===== src/rtl/adc_sampler.sv =====
// adc_sampler: drives a 3-channel SPI ADC and publishes one coherent set of codes
// per trigger edge. Frame per channel: cs_n setup, 16 sclk periods, cs_n hold, gap.
module adc_sampler #(
    parameter int unsigned CLK_DIV = 2,  // sclk half-period in clk cycles, 1..15
    parameter int unsigned CS_GAP  = 4   // cs_n high time between frames, 1..63
) (
    input  logic        clk,
    input  logic        rst,
    input  logic        trigger,
    input  logic        adc_miso,
    output logic        adc_cs_n,
    output logic        adc_sclk,
    output logic        adc_mosi,
    output logic [11:0] Vdc1,
    output logic [11:0] Vdc2,
    output logic [11:0] Iref,
    output logic        data_valid,
    output logic        busy,
    output logic        overrun
);

    localparam logic [5:0] DivLast = 6'(CLK_DIV - 1);
    localparam logic [5:0] GapLast = 6'(CS_GAP - 1);

    typedef enum logic [2:0] {
        StIdle,
        StCsSetup,
        StShift,
        StCsHold,
        StGap,
        StDone
    } state_t;

    state_t      state_q;
    logic [5:0]  cnt_q;    // cycles spent in the current phase
    logic [4:0]  hp_q;     // sclk half-period index within SHIFT
    logic [1:0]  ch_q;     // channel being converted
    logic [15:0] tx_q;     // remaining mosi bits, MSB goes out next
    logic [11:0] sh_q;     // the four leading frame bits fall off the top
    logic [11:0] code0_q;
    logic [11:0] code1_q;
    logic        trig_q;
    logic        armed_q;  // blocks a false edge when trigger is high across reset release
    logic        trig_edge;

    assign trig_edge = trigger & ~trig_q & armed_q;

    // Sequencer: phase timing, SPI pins, code capture and result publication
    always_ff @(posedge clk or negedge rst) begin
        if (!rst) begin
            state_q    <= StIdle;
            cnt_q      <= '0;
            hp_q       <= '0;
            ch_q       <= '0;
            tx_q       <= '0;
            sh_q       <= '0;
            code0_q    <= '0;
            code1_q    <= '0;
            trig_q     <= 1'b0;
            armed_q    <= 1'b0;
            adc_cs_n   <= 1'b1;
            adc_sclk   <= 1'b1;
            adc_mosi   <= 1'b0;
            Vdc1       <= '0;
            Vdc2       <= '0;
            Iref       <= '0;
            data_valid <= 1'b0;
            busy       <= 1'b0;
            overrun    <= 1'b0;
        end else begin
            trig_q  <= trigger;
            armed_q <= 1'b1;
            overrun <= trig_edge && (state_q != StIdle);
            case (state_q)
                StIdle: begin
                    if (trig_edge) begin
                        state_q  <= StCsSetup;
                        cnt_q    <= '0;
                        ch_q     <= '0;
                        adc_cs_n <= 1'b0;
                        adc_sclk <= 1'b1;
                        busy     <= 1'b1;
                    end
                end
                StCsSetup: begin
                    if (cnt_q == DivLast) begin
                        // First falling sclk edge carries the channel MSB
                        state_q  <= StShift;
                        cnt_q    <= '0;
                        hp_q     <= '0;
                        adc_sclk <= 1'b0;
                        adc_mosi <= ch_q[1];
                        tx_q     <= {ch_q[0], 15'b0};
                    end else begin
                        cnt_q <= cnt_q + 6'd1;
                    end
                end
                StShift: begin
                    if (cnt_q == DivLast) begin
                        cnt_q <= '0;
                        if (hp_q == 5'd31) begin
                            // Last half-period is high; leave sclk high into CS_HOLD
                            state_q <= StCsHold;
                        end else begin
                            hp_q <= hp_q + 5'd1;
                            if (!adc_sclk) begin
                                adc_sclk <= 1'b1;
                                sh_q     <= {sh_q[10:0], adc_miso};
                            end else begin
                                adc_sclk <= 1'b0;
                                adc_mosi <= tx_q[15];
                                tx_q     <= {tx_q[14:0], 1'b0};
                            end
                        end
                    end else begin
                        cnt_q <= cnt_q + 6'd1;
                    end
                end
                StCsHold: begin
                    if (cnt_q == DivLast) begin
                        state_q  <= StGap;
                        cnt_q    <= '0;
                        adc_cs_n <= 1'b1;
                        if (ch_q == 2'd0) code0_q <= sh_q;
                        if (ch_q == 2'd1) code1_q <= sh_q;
                    end else begin
                        cnt_q <= cnt_q + 6'd1;
                    end
                end
                StGap: begin
                    if (cnt_q == GapLast) begin
                        cnt_q <= '0;
                        ch_q  <= ch_q + 2'd1;
                        if (ch_q == 2'd2) begin
                            // Channel 2 is offset binary; flipping the MSB gives two's complement
                            state_q    <= StDone;
                            Vdc1       <= code0_q;
                            Vdc2       <= code1_q;
                            Iref       <= {~sh_q[11], sh_q[10:0]};
                            data_valid <= 1'b1;
                        end else begin
                            state_q  <= StCsSetup;
                            adc_cs_n <= 1'b0;
                        end
                    end else begin
                        cnt_q <= cnt_q + 6'd1;
                    end
                end
                StDone: begin
                    state_q    <= StIdle;
                    data_valid <= 1'b0;
                    busy       <= 1'b0;
                end
                default: begin
                    state_q <= StIdle;
                end
            endcase
        end
    end

endmodule


===== config.mk =====
export PLATFORM = sky130hd
export DESIGN_NAME = adc_sampler
export DESIGN_NICKNAME = d
export VERILOG_FILES = /design/src/rtl/adc_sampler.sv
export SDC_FILE = /design/constraint.sdc
export NUM_CORES = 1
export LEC_CHECK = 0
export ABC_CLOCK_PERIOD_IN_PS = 5500
export CAP_MARGIN = 40
export CORE_UTILIZATION = 55
export CTS_CLUSTER_DIAMETER = 80
export DETAILED_ROUTE_END_ITERATION = 7
export GPL_ROUTABILITY_DRIVEN = 0
export PLACE_DENSITY_LB_ADDON = 0.05
export SYNTH_ARGS = -nofsm -noshare
export SYNTH_HDL_FRONTEND = slang
export SYNTH_SLANG_ARGS = --single-unit
export TNS_END_PERCENT = 50

===== constraint.sdc =====
create_clock -name clk -period 5.5 [get_ports clk]
set_clock_uncertainty 0.2 [all_clocks]
set_input_delay 1.1 -clock clk [delete_from_list [all_inputs] [get_ports clk]]
set_output_delay 1.1 -clock clk [all_outputs]
set_load 0.02 [all_outputs]

-- Word-level counts from Yosys, hierarchy flattened
Index checks and enable logic that the tools add are counted.
- register bits after elaboration: 112
- logic and storage cells: 117
- input port bits: 4
- output and inout bits: 42
- eq/ne operators: 20
- bitwise operators: 6
- reduce and logical (&&, ||, !) cells: 25
- mux-type cells: 44
- add/sub/neg operators: 3
- operators with widths (kind ; number):
    $mux W16 ; 4
    $pmux W16 S2 ; 1
    $mux W3 ; 7
    $ne A2 B2 Y1 const B ; 10
    $mux W6 ; 3
    $pmux W6 S3 ; 1
    $mux W1 ; 15
    $mux W5 ; 3
    $pmux W3 S5 ; 1
    $reduce_and A3 Y1 ; 5
    $reduce_and A5 Y1 ; 3
    $reduce_bool A3 Y1 ; 4
    $pmux W5 S2 ; 1
    $reduce_and A4 Y1 ; 2
    $reduce_bool A2 Y1 ; 4
    $add A6 B1 Y6 const B ; 1
    $eq A3 B2 Y1 const B ; 2
    $eq A3 B3 Y1 const B ; 2
    $eq A6 B1 Y1 const B ; 1
    $eq A6 B2 Y1 const B ; 1
    $pmux W1 S2 ; 3
    $pmux W1 S3 ; 2
    $reduce_and A6 Y1 ; 1
    $add A5 B1 Y5 const B ; 1
    other kinds (14) ; 20

-- Logic depth before layout (Yosys ltp)
- word-level depth: 5
- mapped depth: 8
- mapped depth without buffers: 7

-- Worst setup path after synthesis
OpenSTA, ideal clock, no wires.
- path type: register -> register
- from: reg hp_q[0]
- to: reg sh_q[10]
- cell stages (with the launch flop): 9
- data arrival time: 2.069 ns
- path slack: 3.106 ns
- cell sequence: dfrtp_1 -> ha_1 -> and3_1 -> ha_1 -> nor4b_1 -> nand3_1 -> or2_4 -> clkbuf_8 -> mux2_2
- longest elaborated chain between the ends: 3
- ends and longest elaborated chain (element ; RTL line ; text):
    start, declared ; 36 ; logic [4:0] hp_q;
    start signal, assigned ; 105 ; hp_q <= hp_q + 5'd1;
    $eq A5 B5 Y1 ; 101 ; if (hp_q == 5'd31) begin
    $not A1 Y1 (no line) ; n/a ;
    $reduce_and A4 Y1 (no line) ; n/a ;
    end signal, assigned ; 108 ; sh_q <= {sh_q[10:0], adc_miso};
    end, declared ; 39 ; logic [11:0] sh_q;
No other way between the ends.
A chain may end at the register's enable or synchronous reset.

-- Worst setup path in the final report
- from: reg adc_sclk
- to: out adc_sclk
- RTL lines (element ; RTL line ; text):
    start, declared ; 12 ; output logic adc_sclk,
    start signal, assigned ; 62 ; adc_sclk <= 1'b1;
    start signal, assigned ; 81 ; adc_sclk <= 1'b1;
    start signal, assigned ; 91 ; adc_sclk <= 1'b0;
No word-level cell between the ends.

==> flow_metrics.env <==
export IMPL_critPathLaunchType="register"
export IMPL_final_nets=358
export IMPL_io_buffers=45
export IMPL_tns_ns=0
export IMPL_synthCells=301
export IMPL_nFillCells=577
export IMPL_r2r_start="hp_q[0]$_DFFE_PN0P_"
export IMPL_layout_setup_ws_ns=2.672
export IMPL_rr_worst_depth=7
export IMPL_switchingPower_mw=0.2585
export IMPL_coreArea_um2=7214
export IMPL_initial_core_util_pct=56.80
export IMPL_die_width_um=88.32
export IMPL_ant_nets=0
export IMPL_holdWs_ns=0.2978
export IMPL_r2r_end="hp_q[3]$_DFFE_PN0P_"
export IMPL_fmax_mhz=353.6
export IMPL_power_share_combinational_pct=1.8
export IMPL_grt_pass1_vias=2280
export IMPL_worst_path_largest_cell_delay_ns=0.61
export IMPL_cpMaxStageDelayCell="clkdlybuf4s50_1"
export IMPL_final_util_pct=66.61
export IMPL_place_area_um2=4588
export IMPL_rsz0062_at_grt="false"
export IMPL_vias_per_cell=5.459
export IMPL_clk_pin_slew_ns=0.09
export IMPL_r2r_slack_ns=2.91
export IMPL_tritoncts="done"
export IMPL_cts_setup_buffers=0
export IMPL_cts_resized_gates=0
export IMPL_p_seq_share_pct=58.3
export IMPL_crit_chain="clkdlybuf4s50_1"
export IMPL_synthFlopType="dfrtp_1"
export IMPL_track_usage_pct=18.49
export IMPL_design_area_um2=4806
export IMPL_synth_area_top_cells="dfrtp_1 (58%), mux2_2 (20%), ha_1 (2.1%)"
export IMPL_clock_latency_ns=0.35
export IMPL_clock_path_buffers=2
export IMPL_finalPower_mw=1.241
export IMPL_synth_edf_count=0
export IMPL_power_density_nw_per_um2=258.2
export IMPL_critical_path_arrival_ns=1.53
export IMPL_path_buf_inv=1
export IMPL_dp_cells=435
export IMPL_swShare_pct=20.83
export IMPL_grt_start_max_net_pins=55
export IMPL_final_min_period_over_clock_period_pct=51.42
export IMPL_internal_power_mw=0.9825
export IMPL_worst_pin_slew_ns=0.6848
export IMPL_antenna_cells=0
export IMPL_cts_made_buffers=9
export IMPL_worstHoldEndpoint="hp_q[4]$_DFFE_PN0P_"
export IMPL_syn_area_per_cell_um2=13.61
export IMPL_critical_path_top_delay_family="buffers and inverters"
export IMPL_dpl_worst_slack_ns=2.929
export IMPL_post_route_drc_count=0
export IMPL_yosys_warnings=0
export IMPL_drt_iter0_drc=80
export IMPL_netlist_area_um2=4098
export IMPL_hold_violations=0
export IMPL_yosysMostFrequentCell="dfrtp_1"
export IMPL_gr_total_overflow=0
export IMPL_hold_depth=2
export IMPL_core_rowCount=31
export IMPL_yosysTopAreaCell="dfrtp_1"
export IMPL_num_io_pins=46
export IMPL_p_leak_nw=2.249
export IMPL_finalCriticalPeriod_ns=2.828
export IMPL_path_class="register to output pin"
export IMPL_die_y_um=88.32
export IMPL_first_pass_iters=4
export IMPL_antenna_found_initial=0
export IMPL_die_area_um2=7800
export IMPL_cts_hold_buf=0
export IMPL_setup_viol=0
export IMPL_cap_violations=0
export IMPL_synth_seq_cells=97
export IMPL_hp_class="register to register"
export IMPL_htree_levels=3
export IMPL_vias=2462
export IMPL_dp_hpwl_um=4432
export IMPL_syn_to_final_growth_pct=17.28
export IMPL_wl_per_cell_um=14.70
export IMPL_crit_fanout=5
export IMPL_hp_start="hp_q[4]$_DFFE_PN0P_"
export IMPL_drv_slew=0
export IMPL_status="finished, final reports clean"
export IMPL_ys_types=44
export IMPL_synth_seq_area_share_pct=59.30
export IMPL_cts_root_buf="clkbuf_8"
export IMPL_cp_end_kind="output pin"
export IMPL_clkPwrFrac_pct=39.9
export IMPL_cts_sinks=97
export IMPL_wirelength_um=6631
export IMPL_async_flop_share_pct=100.0
export IMPL_syn_nets=312
export IMPL_synth_top_area_share_pct=58.02
export IMPL_stdcell_count=451
export IMPL_drive_gt1_share_pct=28.41
export IMPL_grt_pass1_wl_um=10850
export IMPL_max_slew_margin_rel_pct=54.15
export IMPL_synth_top_cells_by_count="dfrtp_1 (95), mux2_2 (71), o21ai_0 (16)"
export IMPL_critical_path_required_ns=4.20
export IMPL_peakVddDrop_uv=108.2
-- registers in the layout, summed over array words and instances, names as in the netlist, 2 cells and up --
signal,flops
code1_q,12
hp_q,5
cnt_q,6
code0_q,12
Vdc1,12
state_q,3
Iref,12
sh_q,12
Vdc2,12
ch_q,2
-- routing by layer --
metal	wire [um]	vias up	part of all wire [%]	track usage, %
met1	3031	1234	46	24.50
met4	156	0	2.4	9.091
met5	0	-	0	0
met2	3200	54	48	29.51
met3	243	12	3.7	3.451
li1	-	1162	-	-
-- cell type report --
type	count	area (um2)	area share, %
Timing Repair Buffer	47	462.9	9.633
Sequential cell	97	2430	50.56
Multi-Input combinational cell	183	1538	32.00
Clock inverter	6	90.09	1.875
Clock buffer	10	127.6	2.656
Tap cell	99	123.9	2.577
Inverter	9	33.78	0.7029
-- worst max-delay path by stage --
| stage | startpoint | endpoint | slack (ns) | cells after the start |
|---|---|---|---|---|
| 3_5_place_dp | hp_q[0]$_DFFE_PN0P_ | hp_q[3]$_DFFE_PN0P_ | 2.93 | 7 |
| 4_1_cts | adc_sclk$_DFFE_PN1P_ | adc_sclk | 2.65 | 1 |
| 6_report | adc_sclk$_DFFE_PN1P_ | adc_sclk | 2.67 | 1 |
| 3_3_place_gp | trigger | state_q[0]$_DFFE_PN0P_ | 2.96 | 5 |
| 2_1_floorplan | hp_q[0]$_DFFE_PN0P_ | sh_q[10]$_DFFE_PN0P_ | 3.11 | 8 |
| 5_1_grt | adc_sclk$_DFFE_PN1P_ | adc_sclk | 2.63 | 1 |
-- power by group through the flow --
stage                     Sequential, mW  Combinational [mW]  Clock, mW
after floorplan                    0.736             0.00519          0
after global placement             0.738              0.0231          0
after detailed placement           0.738              0.0235          0
after CTS                          0.724              0.0236      0.510
after global routing               0.725              0.0261      0.536
final                              0.724              0.0223      0.495
-- kinds of logic after synthesis --
kind of cell,synth area share (%)
flops,59.30
mux,19.76
simple gates,8.947
compound gates,5.954
buf+inv,3.175
fa+ha+maj,2.137
xor+xnor,0.6413
other cells,0.09152
-- cell usage in the layout, fill, tap and decap left out, types with 2 or more instances in the layout --
master            n
a31oi_1           2
clkbuf_8          9
nand3b_1          2
o21ai_0          16
dfrtp_1          95
dfstp_2           2
o21bai_1          2
nand3_1          10
nand3_4           2
ha_1              7
mux2_2           71
nand2_1          15
o2bb2ai_1         2
nor3b_1           2
buf_4             3
nor2_1           11
clkdlybuf4s50_1  44
nor3_1            2
and3_1            2
xnor2_1           2
nand4_1           2
bufinv_16         2
or3b_2            2
a21oi_1           9
o211ai_1          2
inv_1             9
o311ai_0          2
nor2b_1           2
Power figures use the tool's default switching activity.
